===== src/rtl/rv_decode_pkg.sv =====
// Shared types and the RV32I/M decode function for the registered decode stage.
// The bundle struct carries only XLEN-independent fields; pc/imm live beside it.
package rv_decode_pkg;

    localparam logic [6:0] OPC_LOAD     = 7'h03;
    localparam logic [6:0] OPC_MISC_MEM = 7'h0F;
    localparam logic [6:0] OPC_OP_IMM   = 7'h13;
    localparam logic [6:0] OPC_AUIPC    = 7'h17;
    localparam logic [6:0] OPC_STORE    = 7'h23;
    localparam logic [6:0] OPC_OP       = 7'h33;
    localparam logic [6:0] OPC_LUI      = 7'h37;
    localparam logic [6:0] OPC_BRANCH   = 7'h63;
    localparam logic [6:0] OPC_JALR     = 7'h67;
    localparam logic [6:0] OPC_JAL      = 7'h6F;

    typedef enum logic [4:0] {
        ALU_ADD    = 5'd0,
        ALU_SUB    = 5'd1,
        ALU_SLL    = 5'd2,
        ALU_SLT    = 5'd3,
        ALU_SLTU   = 5'd4,
        ALU_XOR    = 5'd5,
        ALU_SRL    = 5'd6,
        ALU_SRA    = 5'd7,
        ALU_OR     = 5'd8,
        ALU_AND    = 5'd9,
        ALU_PASS_B = 5'd10,
        ALU_MUL    = 5'd16,
        ALU_MULH   = 5'd17,
        ALU_MULHSU = 5'd18,
        ALU_MULHU  = 5'd19,
        ALU_DIV    = 5'd20,
        ALU_DIVU   = 5'd21,
        ALU_REM    = 5'd22,
        ALU_REMU   = 5'd23
    } alu_op_e;

    typedef enum logic [2:0] {
        IMM_I,
        IMM_S,
        IMM_B,
        IMM_U,
        IMM_J,
        IMM_NONE
    } imm_fmt_e;

    typedef struct packed {
        alu_op_e    alu_op;
        logic [4:0] rd;
        logic [4:0] rs1;
        logic [4:0] rs2;
        logic [2:0] funct3;
        logic       is_load;
        logic       is_store;
        logic       is_branch;
        logic       is_jal;
        logic       is_jalr;
        logic       is_lui;
        logic       is_auipc;
        logic       writes_rd;
        logic       uses_rs1;
        logic       uses_rs2;
        logic       illegal;
    } dec_t;

    // funct3 -> ALU op for the funct7==0 register/immediate arithmetic group
    function automatic alu_op_e alu_base(input logic [2:0] f3);
        case (f3)
            3'd0:    return ALU_ADD;
            3'd1:    return ALU_SLL;
            3'd2:    return ALU_SLT;
            3'd3:    return ALU_SLTU;
            3'd4:    return ALU_XOR;
            3'd5:    return ALU_SRL;
            3'd6:    return ALU_OR;
            default: return ALU_AND;
        endcase
    endfunction

    function automatic dec_t decode(input logic [31:0] ins, input logic support_m,
                                    output imm_fmt_e fmt);
        dec_t       d;
        logic [2:0] f3;
        logic [6:0] f7;
        f3       = ins[14:12];
        f7       = ins[31:25];
        d        = '0;
        fmt      = IMM_NONE;
        d.rd     = ins[11:7];
        d.rs1    = ins[19:15];
        d.rs2    = ins[24:20];
        d.funct3 = f3;
        d.alu_op = ALU_ADD;
        case (ins[6:0])
            OPC_LOAD: begin
                fmt         = IMM_I;
                d.is_load   = 1'b1;
                d.writes_rd = 1'b1;
                d.uses_rs1  = 1'b1;
                d.illegal   = (f3 == 3'd3) || (f3 > 3'd5);
            end
            OPC_STORE: begin
                fmt        = IMM_S;
                d.is_store = 1'b1;
                d.uses_rs1 = 1'b1;
                d.uses_rs2 = 1'b1;
                d.illegal  = (f3 > 3'd2);
            end
            OPC_OP_IMM: begin
                fmt         = IMM_I;
                d.writes_rd = 1'b1;
                d.uses_rs1  = 1'b1;
                d.alu_op    = alu_base(f3);
                if (f3 == 3'd1) begin
                    d.illegal = (f7 != 7'h00);
                end else if (f3 == 3'd5) begin
                    if (f7 == 7'h20) d.alu_op = ALU_SRA;
                    else             d.illegal = (f7 != 7'h00);
                end
            end
            OPC_OP: begin
                d.writes_rd = 1'b1;
                d.uses_rs1  = 1'b1;
                d.uses_rs2  = 1'b1;
                if (f7 == 7'h00) begin
                    d.alu_op = alu_base(f3);
                end else if (f7 == 7'h20 && f3 == 3'd0) begin
                    d.alu_op = ALU_SUB;
                end else if (f7 == 7'h20 && f3 == 3'd5) begin
                    d.alu_op = ALU_SRA;
                end else if (f7 == 7'h01 && support_m) begin
                    d.alu_op = alu_op_e'({2'b10, f3});
                end else begin
                    d.illegal = 1'b1;
                end
            end
            OPC_LUI: begin
                fmt         = IMM_U;
                d.alu_op    = ALU_PASS_B;
                d.is_lui    = 1'b1;
                d.writes_rd = 1'b1;
            end
            OPC_AUIPC: begin
                fmt         = IMM_U;
                d.is_auipc  = 1'b1;
                d.writes_rd = 1'b1;
            end
            OPC_BRANCH: begin
                fmt         = IMM_B;
                d.alu_op    = ALU_SUB;
                d.is_branch = 1'b1;
                d.uses_rs1  = 1'b1;
                d.uses_rs2  = 1'b1;
                d.illegal   = (f3 == 3'd2) || (f3 == 3'd3);
            end
            OPC_JALR: begin
                fmt         = IMM_I;
                d.is_jalr   = 1'b1;
                d.writes_rd = 1'b1;
                d.uses_rs1  = 1'b1;
                d.illegal   = (f3 != 3'd0);
            end
            OPC_JAL: begin
                fmt         = IMM_J;
                d.is_jal    = 1'b1;
                d.writes_rd = 1'b1;
            end
            OPC_MISC_MEM: ;
            default: d.illegal = 1'b1;
        endcase
        // An illegal word still travels down the pipe but must have no side effects
        if (d.illegal) begin
            fmt         = IMM_NONE;
            d.alu_op    = ALU_ADD;
            d.is_load   = 1'b0;
            d.is_store  = 1'b0;
            d.is_branch = 1'b0;
            d.is_jal    = 1'b0;
            d.is_jalr   = 1'b0;
            d.is_lui    = 1'b0;
            d.is_auipc  = 1'b0;
            d.writes_rd = 1'b0;
            d.uses_rs1  = 1'b0;
            d.uses_rs2  = 1'b0;
        end
        if (d.rd == 5'd0) d.writes_rd = 1'b0;
        return d;
    endfunction

endpackage


===== src/rtl/rv_imm_gen.sv =====
// Immediate extraction for the RISC-V I/S/B/U/J formats, sign-extended to XLEN.
module rv_imm_gen
    import rv_decode_pkg::*;
#(
    parameter int XLEN = 32
) (
    input  logic [31:0]     instr_i,
    input  imm_fmt_e        fmt_i,
    output logic [XLEN-1:0] imm_o
);

    logic [31:0] imm32;

    always_comb begin
        imm32 = '0;
        case (fmt_i)
            IMM_I:   imm32 = {{20{instr_i[31]}}, instr_i[31:20]};
            IMM_S:   imm32 = {{20{instr_i[31]}}, instr_i[31:25], instr_i[11:7]};
            IMM_B:   imm32 = {{19{instr_i[31]}}, instr_i[31], instr_i[7],
                              instr_i[30:25], instr_i[11:8], 1'b0};
            IMM_U:   imm32 = {instr_i[31:12], 12'b0};
            IMM_J:   imm32 = {{11{instr_i[31]}}, instr_i[31], instr_i[19:12],
                              instr_i[20], instr_i[30:21], 1'b0};
            default: imm32 = '0;
        endcase
    end

    // Every format already has its sign in bit 31, so widening is a plain replicate
    generate
        if (XLEN > 32) begin : g_wide
            assign imm_o = {{(XLEN-32){imm32[31]}}, imm32};
        end else begin : g_narrow
            assign imm_o = imm32[XLEN-1:0];
        end
    endgenerate

endmodule


===== src/rtl/rv_decode_stage.sv =====
// Registered RV32I(M) decode stage: decodes on the input side, then holds bundles
// in an output register backed by one skid register toward execute.
module rv_decode_stage
    import rv_decode_pkg::*;
#(
    parameter int XLEN      = 32,
    parameter int SUPPORT_M = 0,
    parameter int CNT_W     = 16
) (
    input  logic             clk,
    input  logic             rst_n,
    input  logic             flush,
    input  logic             instr_valid,
    output logic             instr_ready,
    input  logic [31:0]      instr,
    input  logic [XLEN-1:0]  pc,
    output logic             dec_valid,
    input  logic             dec_ready,
    output logic [XLEN-1:0]  dec_pc,
    output logic [4:0]       alu_op,
    output logic [4:0]       rd,
    output logic [4:0]       rs1,
    output logic [4:0]       rs2,
    output logic [2:0]       funct3,
    output logic [XLEN-1:0]  imm,
    output logic             is_load,
    output logic             is_store,
    output logic             is_branch,
    output logic             is_jal,
    output logic             is_jalr,
    output logic             is_lui,
    output logic             is_auipc,
    output logic             writes_rd,
    output logic             uses_rs1,
    output logic             uses_rs2,
    output logic             illegal,
    output logic [CNT_W-1:0] illegal_count
);

    typedef struct packed {
        logic            valid;
        dec_t            dec;
        logic [XLEN-1:0] pc;
        logic [XLEN-1:0] imm;
    } entry_t;

    entry_t           out_q, out_d;
    entry_t           skid_q, skid_d;
    entry_t           new_e;
    logic             ready_q, ready_d;
    logic [CNT_W-1:0] cnt_q, cnt_d;
    dec_t             new_dec;
    imm_fmt_e         new_fmt;
    logic [XLEN-1:0]  new_imm;
    logic             accept;
    logic             handoff;

    always_comb begin
        new_fmt = IMM_NONE;
        new_dec = decode(instr, SUPPORT_M != 0, new_fmt);
    end

    rv_imm_gen #(.XLEN(XLEN)) u_imm_gen (
        .instr_i (instr),
        .fmt_i   (new_fmt),
        .imm_o   (new_imm)
    );

    assign accept  = instr_valid && ready_q;
    assign handoff = out_q.valid && dec_ready;

    always_comb begin
        new_e.valid = 1'b1;
        new_e.dec   = new_dec;
        new_e.pc    = pc;
        new_e.imm   = new_imm;

        out_d  = out_q;
        skid_d = skid_q;
        if (flush) begin
            out_d.valid  = 1'b0;
            skid_d.valid = 1'b0;
        end else if (!out_q.valid || handoff) begin
            // SKID holds the older word, so it refills OUT before anything new
            if (skid_q.valid) begin
                out_d = skid_q;
                if (accept) skid_d       = new_e;
                else        skid_d.valid = 1'b0;
            end else if (accept) begin
                out_d = new_e;
            end else begin
                out_d.valid = 1'b0;
            end
        end else if (accept) begin
            skid_d = new_e;
        end

        ready_d = !skid_d.valid;

        cnt_d = cnt_q;
        if (handoff && out_q.dec.illegal && (cnt_q != {CNT_W{1'b1}})) begin
            cnt_d = cnt_q + 1'b1;
        end
    end

    always_ff @(posedge clk or negedge rst_n) begin
        if (!rst_n) begin
            out_q   <= '0;
            skid_q  <= '0;
            ready_q <= 1'b0;
            cnt_q   <= '0;
        end else begin
            out_q   <= out_d;
            skid_q  <= skid_d;
            ready_q <= ready_d;
            cnt_q   <= cnt_d;
        end
    end

    assign instr_ready   = ready_q;
    assign dec_valid     = out_q.valid;
    assign dec_pc        = out_q.pc;
    assign imm           = out_q.imm;
    assign alu_op        = out_q.dec.alu_op;
    assign rd            = out_q.dec.rd;
    assign rs1           = out_q.dec.rs1;
    assign rs2           = out_q.dec.rs2;
    assign funct3        = out_q.dec.funct3;
    assign is_load       = out_q.dec.is_load;
    assign is_store      = out_q.dec.is_store;
    assign is_branch     = out_q.dec.is_branch;
    assign is_jal        = out_q.dec.is_jal;
    assign is_jalr       = out_q.dec.is_jalr;
    assign is_lui        = out_q.dec.is_lui;
    assign is_auipc      = out_q.dec.is_auipc;
    assign writes_rd     = out_q.dec.writes_rd;
    assign uses_rs1      = out_q.dec.uses_rs1;
    assign uses_rs2      = out_q.dec.uses_rs2;
    assign illegal       = out_q.dec.illegal;
    assign illegal_count = cnt_q;

endmodule


===== config.mk =====
export PLATFORM = sky130hd
export DESIGN_NAME = rv_decode_stage
export DESIGN_NICKNAME = d
export VERILOG_FILES = /design/src/rtl/rv_decode_pkg.sv /design/src/rtl/rv_imm_gen.sv /design/src/rtl/rv_decode_stage.sv
export SDC_FILE = /design/constraint.sdc
export NUM_CORES = 1
export LEC_CHECK = 0
export BUFFER_PORTS_ARGS = -buffer_cell sky130_fd_sc_hd__buf_2
export CAP_MARGIN = 20
export CORE_MARGIN = 2
export CORE_UTILIZATION = 60
export DETAILED_ROUTE_END_ITERATION = 12
export PLACE_DENSITY = 0.88
export SLEW_MARGIN = 20
export SYNTH_ARGS = -nofsm -noshare
export SYNTH_HDL_FRONTEND = slang
export SYNTH_SLANG_ARGS = --single-unit

===== constraint.sdc =====
create_clock -name clk -period 3.1 [get_ports clk]
set_input_delay 0.31 -clock clk [delete_from_list [all_inputs] [get_ports clk]]
set_output_delay 0.31 -clock clk [all_outputs]
set_load 0.1 [all_outputs]

Word level (Yosys, flattened, before mapping). Cells that the tools add are included.

Muxes and demuxes: 40. Reduce and logical (&&, ||, !) cells: 27. Equal/unequal tests: 23. Order comparisons: 2. Add/subtract/negate cells: 1. Bitwise operators: 1.

Operators by type and width (number): 99-bit two-way mux (5); 32-bit case mux with 5 select lines (1); 98-bit two-way mux (1); 7-bit by 6-bit equality test with 1-bit output, second input constant (4); 4-bit case mux with 7 select lines (1); 7-bit equality test, second input constant (3); 1-bit two-way mux (20); 5-bit two-way mux (4); 5-bit case mux with 4 select lines (1); 16-bit by 1-bit adder with 16-bit output, second input constant (1); 16-bit inequality test, second input constant (1); 3-bit case mux with 5 select lines (1); 7-bit by 5-bit equality test with 1-bit output, second input constant (2); 3-bit by 2-bit equality test with 1-bit output, second input constant (4); 3-bit equality test, second input constant (4); 10-bit two-way mux (1); 3-bit two-way mux (3); 7-bit by 2-bit equality test with 1-bit output, second input constant (1); 7-bit by 4-bit equality test with 1-bit output, second input constant (1); 7-bit zero test (1); 1-bit case mux with 7 select lines (1); 7-bit nonzero test (1); 7-bit OR reduction (1); 3-bit by 1-bit equality test with 1-bit output, second input constant (2); other kinds (17) (29).

Output and inout port bits: 116. Bits in registers: 215. Input port bits: 69. Logic and storage cells: 134.

Longest topological paths before layout. Gate-level depths: netlist of the first run.

Depth in word-level cells: 14. Depth in mapped cells: 9. Gate-level depth less buffers: 7.

Hierarchy. A second synthesis of the first run with hierarchy kept.

Cell total of the unflattened synthesis: 1105. Area, all modules: 10062.2 µm².

Modules (own cells, without submodules): rv_decode_stage (area each 9521.6 µm², cells an instance 1011, times used 1, seq. area each 5330.1 µm²); rv_imm_gen (area each 540.5 µm², cells an instance 94, times used 1, seq. area each 0.0 µm²).

Worst setup path after synthesis of the first run. No wires, ideal clock.

Path type: register to register. Start: register cnt_q[0], in the netlist illegal_count[0]. End: register cnt_q[5], in the netlist illegal_count[5]. Arrival: 2.354 ns. Stages on the path, launching flop included: 8. Period minus slack after synthesis: 2.517 ns. Data required time: 2.937 ns. Library setup time: 0.163 ns. Buffers on the path: 0. Slack: 0.583 ns. Cell sequence: dfrtp_1 -> ha_1 -> nand2_1 -> nor2_1 -> a31oi_1 -> nand4_1 -> nor2_1 -> xor2_1.

Word-level cells in the longest chain between the ends: 2. Elaborated cells between the ends (all ways): 3. Classes of those cells: 1 x add/sub; 1 x eq/ne; 1 x reduce/logical.

Ends and longest elaborated chain: from (decl) (line rv_decode_stage.sv:51) `logic [CNT_W-1:0] cnt_q, cnt_d;`; from (signal assigned) (line rv_decode_stage.sv:116) `cnt_q <= cnt_d;`; branches (longest 2 deep; another with 16-bit by 1-bit adder with 16-bit output).

Several ways; the timed one is not identified. A chain may end at the register's enable or synchronous reset.

Final worst setup path of the first run.
Start: register out_q, in the netlist dec_valid. End: register skid_q[72] (netlist name).

Word-level cells in the longest chain between the ends: 4. Elaborated cells between the ends (all ways): 6. Classes of those cells: 1 x eq/ne; 1 x mux; 4 x reduce/logical.

Ends and longest elaborated chain: from (decl) (line rv_decode_stage.sv:47) `entry_t out_q, out_d;`; from (signal assigned) (line rv_decode_stage.sv:113) `out_q <= out_d;`; 1-bit zero test or 1-bit logical AND (tied branches) (line rv_decode_stage.sv:83, rv_decode_stage.sv:70); 1-bit logical OR (*) (line rv_decode_stage.sv:83) `end else if (!out_q.valid || handoff) begin`; 2-bit inequality test (no line); 3-bit AND reduction (no line); to (signal assigned) (line rv_decode_stage.sv:114) `skid_q <= skid_d;`; to (decl) (line rv_decode_stage.sv:48) `entry_t skid_q, skid_d;`.

Mark *: on every way between the ends. The rest lies on a longest branch, timed or not.

==> qor.txt, run 1 <==
Setup repair bufs after CTS -> 0
WL per Instance -> 18.0 um
CTS tree -> yes
Layout fillers -> 1,203
Crit share post-route -> 77.3%
Max-slew violations -> 0
Max IR drop VDD -> 0.000492 V
Status -> complete, no violations
# DRC -> 0
Total Die Area -> 0.0175 mm2
CTS sink cnt -> 213
Fmax -> 417 MHz
Synth Flop Type -> dfrtp_1
Relative max-transition margin -> 48.8%
Post-Syn Area -> 0.00985 mm2
DR pass1 iterations -> 6
Final HPWL DP -> 16,700 um
Crit path DAT -> 2.79 ns
Maximum root-to-sink buffer count -> 3
Pin count of the biggest net entering global routing -> 127
Post-Place Cells -> 1,382
Post-CTS resize count -> 0
CP Max Fanout -> 63
Commonest non-fill, non-tap cell in the layout -> nand2_1
RSZ-0062 raised after global routing -> false
Critical Path RT -> 3.49 ns
Global-route wire length before repair -> 41,500 um
Commonest cells after routing, fill and taps aside -> 269 x nand2_1, 212 x dfrtp_1, 182 x buf_2
Final period demand of the worst path -> 2.40 ns
Port Buf Inserts -> 183
Rows -> 46
Synth async-reset ratio -> 100%
I/O pins -> 185
Sequential-to-total area share from yosys stat -> 54.1%
Post-Syn Area per Cell -> 9.39 um2
Synthesized instance count -> 1,050
Number of synthesized flops with an enable pin -> 0
H-tree lvl count -> 1
Final setup violation count -> 0
CTS buffer count -> 23
Drt initial violations -> 737
CTS Root Cell -> clkbuf_16
Worst min-delay path class -> primary input to register
Placer Congestion -> 0.921
Setup crit start kind -> register
Synth warn -> 0
Clock Pin Slew Worst Setup and Hold Paths -> 0.06 ns
Layout cell share with drive strength beyond 1 -> 20.9%
Leak Pwr -> 0.00550 uW
Setup CP Type -> register to register
Final wirelength -> 25,700 um
Final non-filler cell total -> 1,425
Synth cell types -> 63
Tot GR Track Use -> 29.0%
Max-cap viol count -> 0
Starting Density -> 61.8%
#FFs+latches synth -> 213
Vias in the first global route -> 8,028
P&R area growth vs syn -> 18.1%
Die Span X -> 132 um
Cell Pwr Density -> 766 mW/mm2
Post-layout nets -> 1,262
Setup TNS -> 0 ns
Die height -> 132 um
Clock skew -> 0.00904 ns
Overflow after GRT -> 0
Core footprint -> 0.0159 mm2
Vias/cell -> 5.94
Antenna violations before repair -> 1
Vias -> 8,459
Hold-fix buffers at CTS -> 1
Syn nets -> 1,120
Clk_lat worst skew -> 0.50 ns
Crit path capture type -> register
Worst Max-Slew Pin Slew -> 0.767 ns
Hold Violations, Final -> 0
Antenna viol nets, final -> 0
[cell families after synthesis]
kind of cell | Yosys count | share of synthesized area, %
buffers and inverters | 85 | 3.49
adder cells (fa/ha/maj) | 2 | 0.229
AO/OA/AOI/OAI | 216 | 13.6
flip-flops | 213 | 54.1
AND/OR/NAND/NOR | 464 | 21.7
multiplexers | 52 | 5.31
other | 1 | 0.0381
XOR/XNOR | 17 | 1.51
[path summary, 6_finish.rpt]
check / startpoint / endpoint / slack, ns / cells after the start
max in group asynchronous: rst_n / dec_pc[25]$_DFFE_PN0P_ / 1.83 / 3
worst max register to register: dec_valid$_DFFE_PN0P_ / skid_q[72]$_DFFE_PN0P_ / 0.70 / 5
worst min register to register: skid_q[81]$_DFFE_PN0P_ / skid_q[81]$_DFFE_PN0P_ / 0.47 / 2
min in group asynchronous: rst_n / illegal_count[4]$_DFFE_PN0P_ / 0.43 / 2
worst min-delay path: pc[1] / skid_q[33]$_DFFE_PN0P_ / 0.02 / 3
worst max-delay path: dec_valid$_DFFE_PN0P_ / skid_q[72]$_DFFE_PN0P_ / 0.70 / 5
[area by class of cell]
type	count	area [um2]	area share, %
Tap cell	216	270	2.32
Clock buffer	34	667	5.73
Antenna cell	1	2.50	0.0215
Sequential cell	213	5330	45.8
Timing Repair Buffer	198	1110	9.58
Inverter	4	15.0	0.129
Clock inverter	7	41.3	0.355
Multi-Input combinational cell	752	4200	36.0
[worst max-delay path, stage by stage (launching register included)]
cell	delay (ns)
dfrtp_1	0.35
nor2b_1	0.39
nor2_1	0.13
or3_2	0.75
buf_12	0.32
o31ai_1	0.32
[synth_stat cells, types with 2 or more instances]
library cell | n | share of area, %
o2111ai_1 | 2 | 0.18
a21oi_1 | 26 | 1.3
nand3_1 | 39 | 2.0
nor2b_1 | 6 | 0.38
or4_1 | 3 | 0.23
o311ai_0 | 2 | 0.18
and3_1 | 14 | 0.89
nor4_1 | 2 | 0.13
nand4b_1 | 3 | 0.27
buf_1 | 4 | 0.15
mux2_2 | 2 | 0.23
o21ai_0 | 90 | 4.6
xnor2_1 | 13 | 1.2
nand2_1 | 269 | 10
buf_2 | 11 | 0.56
a221o_1 | 6 | 0.61
clkbuf_1 | 64 | 2.4
mux2i_1 | 50 | 5.1
o211ai_1 | 2 | 0.15
a31oi_1 | 43 | 2.7
dfrtp_1 | 213 | 54
xor2_1 | 4 | 0.36
nor3_1 | 6 | 0.30
nand4_1 | 9 | 0.57
and2_1 | 4 | 0.25
or2_2 | 3 | 0.19
a22oi_1 | 6 | 0.46
o21ai_1 | 7 | 0.36
inv_1 | 4 | 0.15
or3_1 | 4 | 0.25
nor2_1 | 61 | 2.3
a221oi_1 | 6 | 0.53
o21a_1 | 2 | 0.15
nand2b_1 | 4 | 0.25
o31ai_1 | 12 | 0.91
and4b_1 | 2 | 0.20
nand3b_1 | 26 | 2.0
[registers in the layout, indices dropped and copies added, names as in the netlist]
| name | cells |
|---|---|
| is_auipc | 1 |
| is_branch | 1 |
| imm | 32 |
| uses_rs1 | 1 |
| uses_rs2 | 1 |
| alu_op | 4 |
| rs1 | 5 |
| funct3 | 3 |
| is_jal | 1 |
| rs2 | 5 |
| dec_pc | 32 |
| rd | 5 |
| is_store | 1 |
| illegal_count | 16 |
| dec_valid | 1 |
| writes_rd | 1 |
| is_load | 1 |
| is_jalr | 1 |
| skid_q | 98 |
| instr_ready | 1 |
| illegal | 1 |
| is_lui | 1 |
[power breakdown]
group | internal, uW | switching [uW] | total (uW)
logic | 505 | 2320 | 2830
registers | 3260 | 282 | 3540
clock network | 1490 | 1060 | 2550
[per-stage QoR]
| step | setup WS [ns] | area [um2] | power, uW | hold WS [ns] | util, % |
|---|---|---|---|---|---|
| final | 0.703 | 11600 | 8920 | 0.0219 | 73.0 |
| after global routing | 0.566 | 11600 | 9280 | 0.0185 | 73.0 |
| after CTS | 0.680 | 11600 | 8970 | 0.0143 | 73.0 |
| after detailed placement | 0.621 | 10900 | 6410 | 0.427 | 68.5 |
| after global placement | 0.722 | 10900 | 6330 | 0.423 | 68.5 |
| after floorplan | 0.583 | 9850 | 5790 | 0.0144 | - |
[layer usage]
metal	vias up	wire length (um)	track usage, %
met2	382	12000	45.8
met3	47	2190	4.88
li1	3937	-	-
met5	-	0	0
met4	0	634	10.0
met1	4093	10800	41.1
Note: power is estimated with default switching activity, not from simulation.
==> run 2, diff against run 1 <==
- CORE_UTILIZATION: 60 -> 56
- PLACE_DENSITY: 0.88 -> 0.83
- clock period: 3.1 -> 2.5 ns (I/O delays scaled with it)
==> run 2 against run 1 <==
Effect of this change:
- non-clock buffer count grew 42
- total power grew 26%
- critical path depth is the same
- via count grew 1.3%
- design area grew 3.8%
- die area grew 6.9%
- clock-buffer cell count grew 2
- combinational power grew 25%
- utilization shrank 2.9 points
- first-iteration DRC count grew 1.9%
- sequential cell count is the same
- critical path type unchanged
- register-to-register slack lost 0.30 ns
==> qor.txt, run 2 (synthesized netlist as in run 1, its figures left out) <==
Status -> complete, no violations (unchanged)
Vias -> 8,565 (was 8,459)
Layout fillers -> 1,338 (was 1,203)
Layout cell share with drive strength beyond 1 -> 20.4% (was 20.9%)
Rows -> 48 (was 46)
Critical Path RT -> 2.90 ns (was 3.49 ns)
Setup crit start kind -> register (unchanged)
Final HPWL DP -> 16,400 um (was 16,700 um)
Max-cap viol count -> 0 (unchanged)
Port Buf Inserts -> 183 (unchanged)
Leak Pwr -> 0.00568 uW (was 0.00550 uW)
RSZ-0062 raised after global routing -> false (unchanged)
Pin count of the biggest net entering global routing -> 87 (was 127)
I/O pins -> 185 (unchanged)
Final period demand of the worst path -> 2.09 ns (was 2.40 ns)
H-tree lvl count -> 1 (unchanged)
Largest reg by FF count -> skid_q (unchanged)
CTS Root Cell -> clkbuf_16 (unchanged)
Hold path depth -> 3 (unchanged)
Tot GR Track Use -> 27.4% (was 29.0%)
Placement Setup Slack -> 0.207 ns (was 0.621 ns)
Final wirelength -> 26,000 um (was 25,700 um)
Max IR drop VDD -> 0.000736 V (was 0.000492 V)
Fmax -> 478 MHz (was 417 MHz)
Setup CP Type -> register to register (unchanged)
Max reg flops -> 98 (unchanged)
CTS sink cnt -> 213 (unchanged)
Vias in the first global route -> 7,911 (was 8,028)
Crit share post-route -> 83.7% (was 77.3%)
Placer Congestion -> 0.938 (was 0.921)
Worst min-delay path class -> primary input to register (unchanged)
Core footprint -> 0.0172 mm2 (was 0.0159 mm2)
Cell breakdown of the critical path -> nor2b_1, nor2_1, or3_2, buf_4, o31ai_1 (was nor2b_1, nor2_1, or3_2, buf_12, o31ai_1)
Global-route wire length before repair -> 40,700 um (was 41,500 um)
Worst Max-Slew Pin Slew -> 0.656 ns (was 0.767 ns)
Relative max-transition margin -> 56.2% (was 48.8%)
Post-layout nets -> 1,304 (was 1,262)
Clock skew -> 0.00831 ns (was 0.00904 ns)
Drt initial violations -> 751 (was 737)
Register-to-Register Path Depth -> 5 (unchanged)
GR Util met2 -> 45.8% (about the same)
Die height -> 137 um (was 132 um)
DR pass1 iterations -> 6 (unchanged)
CP Max Fanout -> 62 (was 63)
Hold slack -> 0.0169 ns (was 0.0219 ns)
Hold Violations, Final -> 0 (unchanged)
Commonest cells after routing, fill and taps aside -> 269 x nand2_1, 210 x dfrtp_1, 182 x buf_2 (was 269 x nand2_1, 212 x dfrtp_1, 182 x buf_2)
# DRC -> 0 (unchanged)
Final setup violation count -> 0 (unchanged)
Commonest non-fill, non-tap cell in the layout -> nand2_1 (unchanged)
Met3 Use GR -> 4.52% (was 4.88%)
Cell Pwr Density -> 929 mW/mm2 (was 766 mW/mm2)
WL per Instance -> 17.6 um (was 18.0 um)
Vias/cell -> 5.81 (was 5.94)
Maximum root-to-sink buffer count -> 3 (unchanged)
Starting Density -> 57.2% (was 61.8%)
Met1 Track Usage GR -> 36.9% (was 41.1%)
Antenna viol nets, final -> 0 (unchanged)
Die Span X -> 137 um (was 132 um)
Crit path DAT -> 2.49 ns (was 2.79 ns)
Crit path capture type -> register (unchanged)
Antenna violations before repair -> 1 (unchanged)
Slowest stage delay, CP -> 0.45 ns (was 0.75 ns)
Max-slew violations -> 0 (unchanged)
Clock Pin Slew Worst Setup and Hold Paths -> 0.06 ns (about the same)
Total Die Area -> 0.0187 mm2 (was 0.0175 mm2)
Worst Slack Setup Final -> 0.407 ns (was 0.703 ns)
Worst path slowest cell -> or3_2 (unchanged)
P&R area growth vs syn -> 22.7% (was 18.1%)
Clk_lat worst skew -> 0.50 ns (about the same)
Gr busiest metal -> met2 (unchanged)
CTS buffer count -> 23 (unchanged)
Overflow after GRT -> 0 (unchanged)
Setup TNS -> 0 ns (unchanged)
CTS tree -> yes (unchanged)
run 2: cell type report:
| class | instances | area, um2 | area share [%] |
|---|---|---|---|
| multi-input cells | 752 | 4200 | 34.7 |
| inverters | 4 | 15.0 | 0.124 |
| flip-flops and latches | 213 | 5340 | 44.2 |
| well taps | 225 | 282 | 2.33 |
| repair buffers | 240 | 1530 | 12.6 |
| clock inverters | 2 | 35.0 | 0.290 |
| clock buffers | 36 | 694 | 5.75 |
| diodes | 1 | 2.50 | 0.0207 |
run 2: stage by stage:
stage          cells  utilization (%)  area [um2]  total power [uW]
6_report        1473             70.1       12100             11200
5_1_grt         1473             70.1       12100             11700
2_1_floorplan   1050                -        9860              7190
3_5_place_dp    1395             63.6       11000              7950
4_1_cts         1472             70.1       12100             11300
3_3_place_gp    1395             63.6       11000              7860
run 2: layer usage:
metal  routed length [um]  vias up
li1                     -     4017
met1                10600     4132
met2                12800      362
met3                 1920       54
met4                  677        0
met5                    0        -
run 2: path summary, 6_finish.rpt:
kind | start | end | slack [ns]
max reg2reg | dec_valid$_DFFE_PN0P_ | skid_q[31]$_DFFE_PN0P_ | 0.41
max | dec_valid$_DFFE_PN0P_ | skid_q[31]$_DFFE_PN0P_ | 0.41
min reg2reg | skid_q[73]$_DFFE_PN0P_ | skid_q[73]$_DFFE_PN0P_ | 0.46
max in group asynchronous | rst_n | dec_pc[30]$_DFFE_PN0P_ | 1.52
min in group asynchronous | rst_n | illegal_count[6]$_DFFE_PN0P_ | 0.22
min | instr[10] | skid_q[91]$_DFFE_PN0P_ | 0.02
run 2: report_power, final:
part / leakage [uW] / switching [uW] / internal [uW]
registers: 0.00271 / 351 / 4050
logic: 0.00262 / 2880 / 670
clock network: 0.000359 / 1290 / 1990
run 2: critical path: cells and delay by family (launching register included):
family          cells  cell delay (ns)
compound gates      1             0.33
buf+inv             1             0.35
flops               1             0.35
simple gates        3             0.95
run 2: timing repair:
action / CTS / global route
resized for setup: 0 / 0
hold endpoints to repair: 67 / 0
hold buffers: 39 / 0
setup buffers: 0 / 0
